File: src/rtl/run_monitor_pkg.sv
// run_monitor_pkg: shared MTC0 code and run-state definitions
package run_monitor_pkg;
    typedef enum logic [1:0] {
        MTC0_NOOP = 2'd0,
        MTC0_PASS = 2'd1,
        MTC0_FAIL = 2'd2,
        MTC0_DONE = 2'd3
    } mtc0_code_t;

    typedef enum logic [2:0] {
        ST_IDLE     = 3'd0,
        ST_WAIT_MEM = 3'd1,
        ST_HOLD     = 3'd2,
        ST_RUN      = 3'd3,
        ST_DONE     = 3'd4,
        ST_FAIL     = 3'd5,
        ST_TIMEOUT  = 3'd6
    } run_state_t;

    function automatic logic is_final(input run_state_t s);
        return s inside {ST_DONE, ST_FAIL, ST_TIMEOUT};
    endfunction
endpackage

File: src/rtl/run_monitor_sat_counter.sv
// sat_counter: clearable up-counter that sticks at all-ones
module sat_counter #(
    parameter int W = 32
) (
    input  logic         clk,
    input  logic         rst_n,
    input  logic         clr_i,
    input  logic         en_i,
    output logic [W-1:0] cnt_o
);
    logic [W-1:0] cnt_q, cnt_d;

    // clear wins over count; count stops at all-ones
    always_comb cnt_d = clr_i ? '0 : (en_i && !(&cnt_q)) ? cnt_q + W'(1) : cnt_q;

    // counter register
    always_ff @(posedge clk or negedge rst_n) begin
        if (!rst_n) cnt_q <= '0;
        else        cnt_q <= cnt_d;
    end

    assign cnt_o = cnt_q;
endmodule

File: src/rtl/run_monitor.sv
// run_monitor: sequences a multi-core test run and collects pass/fail and counters
module run_monitor
    import run_monitor_pkg::*;
#(
    parameter int N_CORES     = 2,
    parameter int CNT_W       = 32,
    parameter int HOLD_CYCLES = 50,
    parameter int TIMEOUT     = 0
) (
    input  logic                           clk,
    input  logic                           rst_n,
    input  logic                           start,
    input  logic                           mem_ready,
    input  logic [N_CORES-1:0][1:0]        code,
    input  logic [N_CORES-1:0]             retire,
    output logic                           soft_rst_n,
    output logic [2:0]                     state,
    output logic [N_CORES-1:0]             core_done,
    output logic [N_CORES-1:0]             core_fail,
    output logic [CNT_W-1:0]               num_cycles,
    output logic [N_CORES-1:0][CNT_W-1:0]  num_instr,
    output logic                           finished
);
    localparam int HW = HOLD_CYCLES > 1 ? $clog2(HOLD_CYCLES) : 1;
    localparam logic [HW-1:0] HOLD_LAST = HW'(HOLD_CYCLES - 1);
    localparam logic [CNT_W-1:0] TO_LAST = CNT_W'(TIMEOUT - 1);

    run_state_t         state_q, state_d;
    logic [HW-1:0]      hold_q, hold_d;
    logic [N_CORES-1:0] done_q, done_d, fail_q, fail_d;
    logic [N_CORES-1:0] done_set, fail_set, instr_en;
    logic               run, clr, fail_now, to_hit;

    // per-core code decode, sticky status bits and counter controls
    always_comb begin
        done_set = '0;
        fail_set = '0;
        instr_en = '0;
        run      = state_q == ST_RUN;
        clr      = state_q == ST_WAIT_MEM && mem_ready;
        for (int i = 0; i < N_CORES; i++) begin
            done_set[i] = run && code[i] == MTC0_DONE;
            fail_set[i] = run && code[i] == MTC0_FAIL;
            instr_en[i] = run && retire[i] && !done_q[i] && !fail_q[i];
        end
        done_d   = clr ? '0 : done_q | done_set;
        fail_d   = clr ? '0 : fail_q | fail_set;
        fail_now = |(fail_q | fail_set);
        to_hit   = TIMEOUT != 0 && num_cycles == TO_LAST;
    end

    // next-state logic; FAIL beats DONE beats TIMEOUT
    always_comb begin
        state_d = state_q;
        hold_d  = hold_q;
        case (state_q)
            ST_IDLE, ST_DONE, ST_FAIL, ST_TIMEOUT:
                if (start) state_d = ST_WAIT_MEM;
            ST_WAIT_MEM:
                if (mem_ready) begin
                    state_d = HOLD_CYCLES == 0 ? ST_RUN : ST_HOLD;
                    hold_d  = '0;
                end
            ST_HOLD:
                if (hold_q == HOLD_LAST) state_d = ST_RUN;
                else                     hold_d  = hold_q + HW'(1);
            ST_RUN:
                state_d = fail_now ? ST_FAIL : (&done_q) ? ST_DONE : to_hit ? ST_TIMEOUT : ST_RUN;
            default:
                state_d = ST_IDLE;
        endcase
    end

    // state, hold timer and status registers
    always_ff @(posedge clk or negedge rst_n) begin
        if (!rst_n) begin
            state_q <= ST_IDLE;
            hold_q  <= '0;
            done_q  <= '0;
            fail_q  <= '0;
        end else begin
            state_q <= state_d;
            hold_q  <= hold_d;
            done_q  <= done_d;
            fail_q  <= fail_d;
        end
    end

    sat_counter #(.W(CNT_W)) u_cycles (
        .clk   (clk),
        .rst_n (rst_n),
        .clr_i (clr),
        .en_i  (run),
        .cnt_o (num_cycles)
    );

    for (genvar g = 0; g < N_CORES; g++) begin : g_instr
        sat_counter #(.W(CNT_W)) u_instr (
            .clk   (clk),
            .rst_n (rst_n),
            .clr_i (clr),
            .en_i  (instr_en[g]),
            .cnt_o (num_instr[g])
        );
    end

    assign soft_rst_n = state_q inside {ST_RUN, ST_DONE, ST_FAIL};
    assign finished   = is_final(state_q);
    assign state      = state_q;
    assign core_done  = done_q;
    assign core_fail  = fail_q;
endmodule

File: config.mk
export PLATFORM = sky130hd
export DESIGN_NAME = run_monitor
export DESIGN_NICKNAME = d
export VERILOG_FILES = /design/src/rtl/run_monitor_pkg.sv /design/src/rtl/run_monitor_sat_counter.sv /design/src/rtl/run_monitor.sv
export SDC_FILE = /design/constraint.sdc
export NUM_CORES = 1
export LEC_CHECK = 0
export BUFFER_PORTS_ARGS = -buffer_cell sky130_fd_sc_hd__buf_2
export CAP_MARGIN = 20
export CORE_MARGIN = 2
export CORE_UTILIZATION = 32
export DETAILED_ROUTE_END_ITERATION = 16
export GPL_TIMING_DRIVEN = 0
export PLACE_DENSITY = 0.62
export SYNTH_ARGS = -nofsm -noshare
export SYNTH_HDL_FRONTEND = slang
export SYNTH_HIERARCHICAL = 1
export SYNTH_SLANG_ARGS = --single-unit
File: constraint.sdc
create_clock -name clk -period 3.05 [get_ports clk]
set_input_delay 0.305 -clock clk [delete_from_list [all_inputs] [get_ports clk]]
set_output_delay 0.305 -clock clk [all_outputs]
set_load 0.01 [all_outputs]
Word level (Yosys, flattened, before mapping). Cells that the tools add are included.

Bits in latches: 0. Input bits: 10. Register bits after elaboration: 109. Memories kept: 0. Output and inout port bits: 105. ROM bits: 0. Bits in writable memories: 0.

Shift-type cells: 0. Muxes and demuxes: 17. Add/subtract/negate cells: 4. Reduce and logical (&&, ||, !) cells: 36. Divide/modulo/power cells: 0. Bitwise operators: 2. Eq/ne operators: 15. $lt $le $gt $ge: 0. $mul: 0.

Operator list (count): 2-to-1 mux 32 bit (6); adder 32 x 1 -> 32 bit, second input constant (3); AND reduction 32 bit (3); 2-to-1 mux 3 bit (5); logical AND 1 bit (14); 2-to-1 mux 6 bit (2); case mux 3 bit (4 select lines) (1); case mux 6 bit (2 select lines) (1); == test 3 bit, second input constant (3); == test 2 bit, second input constant (4); inequality test 2 bit, second input constant (4); nonzero test 2 bit (4); zero test 1 bit (7); adder 6 x 1 -> 6 bit, second input constant (1); == test 3 x 2 -> 1 bit, second input constant (2); == test 6 bit, second input constant (1); AND reduction 3 bit (2); nonzero test 3 bit (2); 2-to-1 mux 2 bit (2); OR 2 bit (2); OR reduction 4 bit (1); == test 3 x 1 -> 1 bit, second input constant (1); zero test 3 bit (1); AND reduction 2 bit (1); OR reduction 2 bit (1).

Longest topological paths before layout.
Depth in word-level cells: 7. Depth in mapped cells: 9. Depth with buffers taken out: 8.

Hierarchy. The synthesis kept the hierarchy.

By module, submodules not included: sat_counter (cells each 190, times used 3, area each 1865.5 um^2); run_monitor (cells each 81, times used 1, area each 764.5 um^2).

Worst setup path after synthesis. Ideal clock, no wire load.

Path type: register -> register. Start: register state_q[1] (netlist: state[1]). End: register g_instr[0].u_instr.cnt_q[30]. Setup slack: 393 ps. Setup time: 78 ps. Stages on the path, launching flop included: 10. Data required time: 2972 ps. Period minus slack after synthesis: 2657 ps. Arrival time: 2579 ps. Cells stage by stage: dfrtp_1 > buf_4 > and2b_1 > nand2_1 > nor4b_1 > inv_1 > nor4_4 > nand4_2 > or3_1 > a21oi_1.

Cells in the longest elaborated chain, start to end: 6.

RTL lines: start: declaration (line run_monitor.sv:28) `run_state_t state_q, state_d;`; start signal: assignment (line run_monitor.sv:82) `state_q <= state_d;`; == test 3 x 2 -> 1 bit (line run_monitor.sv:39) `run = state_q == ST_RUN;`; logical AND 1 bit (3 in series) (line run_monitor.sv:44) `instr_en[i] = run && retire[i] && !done_q[i] && !fail_q[i];`; via instr_en[0] (line run_monitor.sv:31) `logic [N_CORES-1:0] done_set, fail_set, instr_en;`; logical AND 1 bit (line run_monitor_sat_counter.sv:14) `always_comb cnt_d = clr_i ? '0 : (en_i && !(&cnt_q)) ? cnt_q + W'(1) : cnt_q;`; nonzero test 2 bit (no line); end signal: assignment (line run_monitor_sat_counter.sv:19) `else cnt_q <= cnt_d;`; end: declaration (line run_monitor_sat_counter.sv:11) `logic [W-1:0] cnt_q, cnt_d;`.

The timed path passes the listed nets, and every way through them passes these cells. A chain may end at the register's enable or synchronous reset.

Worst setup path after layout.
Start: register state_q[2] (netlist: state[2]). End: register g_instr[1].u_instr.cnt_q[22].

Cells in the longest elaborated chain, start to end: 6.

RTL lines (line): == test 3 x 2 -> 1 bit (run_monitor.sv:39); logical AND 1 bit (3 in series) (run_monitor.sv:44); via instr_en[1] (run_monitor.sv:31); logical AND 1 bit (run_monitor_sat_counter.sv:14); nonzero test 2 bit (no line); end signal: assignment (run_monitor_sat_counter.sv:19); end: declaration (run_monitor_sat_counter.sv:11).

The timed path passes the listed nets, and every way through them passes these cells.

==> results by group <==
Timing
  – Final Max Tran Viols: 0
  – RSZ-0062 raised after global routing: no
  – Fmax: approximately 360 MHz
  – Final setup viols: 0
  – Final Hold Fails: 0
  – Period utilization: 0.9007
  – Slew HR: 0.6167
  – TNS Setup: 0 ns
  – Final min period: between 2 and 3 ns
  – Setup slack after layout: between 0.3 and 0.4 ns
  – Layout Skew: 0.007363 ns
  – Slew @ Worst Pin: approximately 0.57 ns

Floorplan
  – Initial Utilization: 0.3268
  – Height of the die: 145.0 um
  – Core area: approximately 19000 sq um
  – Die W: about 140 um
  – # rows: 51
  – Die area: around 21000 sq um
  – Top Ports: 115

GRT
  – Largest net degree at the start of global routing: 57
  – Global route total overflow: 0
  – Vias in the first global route: roughly 5400
  – Met3 Use GR: 0.02642
  – GRT Max-Usage Layer: met2
  – M1 GR Usage: 0.2366
  – First-pass GRT wire length: 29.11 mm
  – Initial antenna violation count: 0
  – Gr usage total: 0.1658
  – Met2 Track Usage GR: 0.2631

Worst setup path
  – Buf/Inv on CP: 1
  – Critical path's top delay family: simple AND/OR/NAND/NOR gates
  – Worst Path Required: 3.27 ns
  – Crit-path slowest cell: or4_1
  – Startpoint Class: flip-flop
  – Worst Setup Path Type: flip-flop to flip-flop
  – Crit-path max cell delay: 0.60 ns
  – CP arrival: 2.96 ns
  – CP max FO: 7
  – Sequence of cells on the critical path: and2b_1 > nand2_1 > nor4b_2 > inv_1 > or4_1 > nor4_1 > xnor2_1 > nor2_1
  – CP endpoint kind: flip-flop

Yosys
  – Unique masters post-synth: 54
  – Register area share after synthesis: 0.4288
  – Cells after Synth: 651
  – Synth Warn #: 6
  – Synth Register Bits: roughly 110
  – Ys flop type: dfrtp_1
  – Mapped Area: around 6400 sq um
  – Async set-reset flop share out of synthesis: 1.000
  – Post-synth net total: between 600 and 700
  – Number of flops mapped to enable cells by yosys: 0
  – Mean post-synth cell area: around 9.8 sq um

Cells and area
  – Area growth syn-to-layout: 20.10%
  – Total Nets Final: 795
  – Cell Count, Final, Fillers Out: around 1100
  – Fraction of layout cells with a size suffix above 1: 0.2357
  – Commonest non-fill, non-tap cell in the layout: buf_2
  – Fillers: roughly 2000
  – N_diodes: 0
  – Commonest non-fill, non-tap cells in the layout: buf_2 (118), dfrtp_1 (109), a21oi_1 (57)
  – Post-Layout Inst Area: around 7600 sq um

Drt
  – Vias: approximately 5700
  – DRC viols: 0
  – 1st-pass router iterations: 4
  – Vias per cell: 5.431
  – Routed WL: roughly 18 mm
  – Post-detailed-route wirelength per cell: around 17 um
  – Initial DRC Count: between 200 and 300
  – Antenna Nets Post-Route: 0

Clock network
  – Worst skew pair latency: approximately 0.35 ns
  – CTS clk-pin slew, worst paths: roughly 0.080 ns
  – Longest Clk Path Bufs: 2
  – Sink Count: between 100 and 150
  – CTS Buf Count: 9
  – H-tree Lvls: 3
  – CTS tree: built
  – CTS root buf: clkbuf_16

Placement
  – Detail Placement HPWL: 12.38 mm
  – # port buffers: between 100 and 150
  – Placed insts: 1032
  – Gpl congestion: 0.7726
  – Placed Area: ~7300 sq um
  – Post-place setup slack: -0.1709 ns

Power
  – Worst VDD drop: roughly 0.00026 V
  – Total leakage power: ~3.5 nW
  – Power Dens Cells: 536.5 nW/um^2

Worst hold path
  – Worst Hold Class: primary input to flip-flop

Flow run
  – Max cap viols: 0

Run status
  – Outcome: finished clean
==> metrics by stage <==
stage          power, mW  utilization  hold WS, ns
6_report           4.099       0.3925       0.2477
3_3_place_gp       2.871       0.3732       0.5066
2_1_floorplan      2.451            -     0.009409
4_1_cts            4.166       0.3920       0.2332
5_1_grt            4.349       0.3925       0.2639
3_5_place_dp       2.893       0.3752       0.3195
==> worst reg2reg max path, delay by kind of cell, from the launching register on <==
family | cells | cell delay, ns
XOR/XNOR | 1 | 0.16
buffers and inverters | 1 | 0.19
flip-flops | 1 | 0.45
AND/OR/NAND/NOR | 6 | 1.83
==> path summary, 6_finish.rpt <==
check / startpoint / end / slack, ns / cells after the start
setup / recovery: state[2] / g_instr[1].u_instr/cnt_o[22] / 0.30 / 8
max in group asynchronous: rst_n / g_instr[1].u_instr/cnt_o[26] / 1.88 / 3
setup reg to reg: state[2] / g_instr[1].u_instr/cnt_o[22] / 0.30 / 8
hold / removal: code[0] / core_done[0] / 0.25 / 3
min in group asynchronous: rst_n / u_cycles/cnt_o[22] / 0.49 / 2
hold reg to reg: hold_q[4] / hold_q[4] / 0.53 / 1
==> timing repair <==
action                                  CTS  global route
pin swaps                                 0             2
endpoints found under the setup margin    4            20
resized for setup                         1             1
setup buffers                             0             1
hold buffers                              1             0
endpoints found under the hold margin    55             0
==> Yosys cell counts, types with 8 or more instances <==
cell type  count  area, sq um
o21ai_1       12        60.06
nor4_1        10        62.56
nor2_1        41        153.9
o31ai_1       33        247.7
or3_1         24        150.1
inv_1         26        97.59
o211ai_1       8        60.06
or4_1         42        315.3
dfrtp_1      109         2728
clkbuf_1      12        45.04
o21ai_0       18        90.09
buf_6          9        101.4
a21oi_1       57        285.3
nand4_4        9        191.4
nand2_1       55        206.5
o2111ai_1     12        105.1
nand3_1       29        145.1
and4_1         9        78.83
xor2_1        18        157.7
and3_1        18        112.6
==> layer usage <==
layer  vias up  wire, um  part of all wire
li1       2755         -                 -
met1      2821      8506              0.49
met2       117      8115              0.46
met3        10       743             0.042
met4         0       167            0.0095
met5         -         0                 0
==> sequential cells by signal, summed over array words and instances, names as in the netlist <==
register	count
core_done	2
core_fail	2
g_instr.u_instr/cnt_o	64
hold_q	6
state	3
u_cycles/cnt_o	32
==> kinds of logic (layout without fill, tap and decap cells) <==
family | Yosys count | after routing | share of synthesized area
AOI/OAI and AO/OA | 162 | 162 | 0.1701
and+or+nand+nor | 290 | 290 | 0.2990
DFF | 109 | 109 | 0.4288
muxes | 9 | 9 | 0.01652
adders and majority gates | 5 | 5 | 0.009835
buffers and inverters | 52 | 186 | 0.04268
xor gates and xnor gates | 24 | 24 | 0.03304
==> where the power goes <==
group | internal (mW) | switching [mW]
Clock | 0.668 | 0.579
Combinational | 0.401 | 0.729
Sequential | 1.57 | 0.155
Total | 2.64 | 1.46
==> cell type report <==
class                      count  area, sq um  area share
sequential                   109         2728      0.3570
clock buffer                  10        239.0     0.03128
multi-input combinational    490         3368      0.4409
inverter                      26        101.3     0.01327
buffer                        26        173.9     0.02276
clock inverter                 6        71.32    0.009335
tap                          265        331.6     0.04340
timing repair buffer         118        626.9     0.08205
Power figures use the tool's default switching activity.
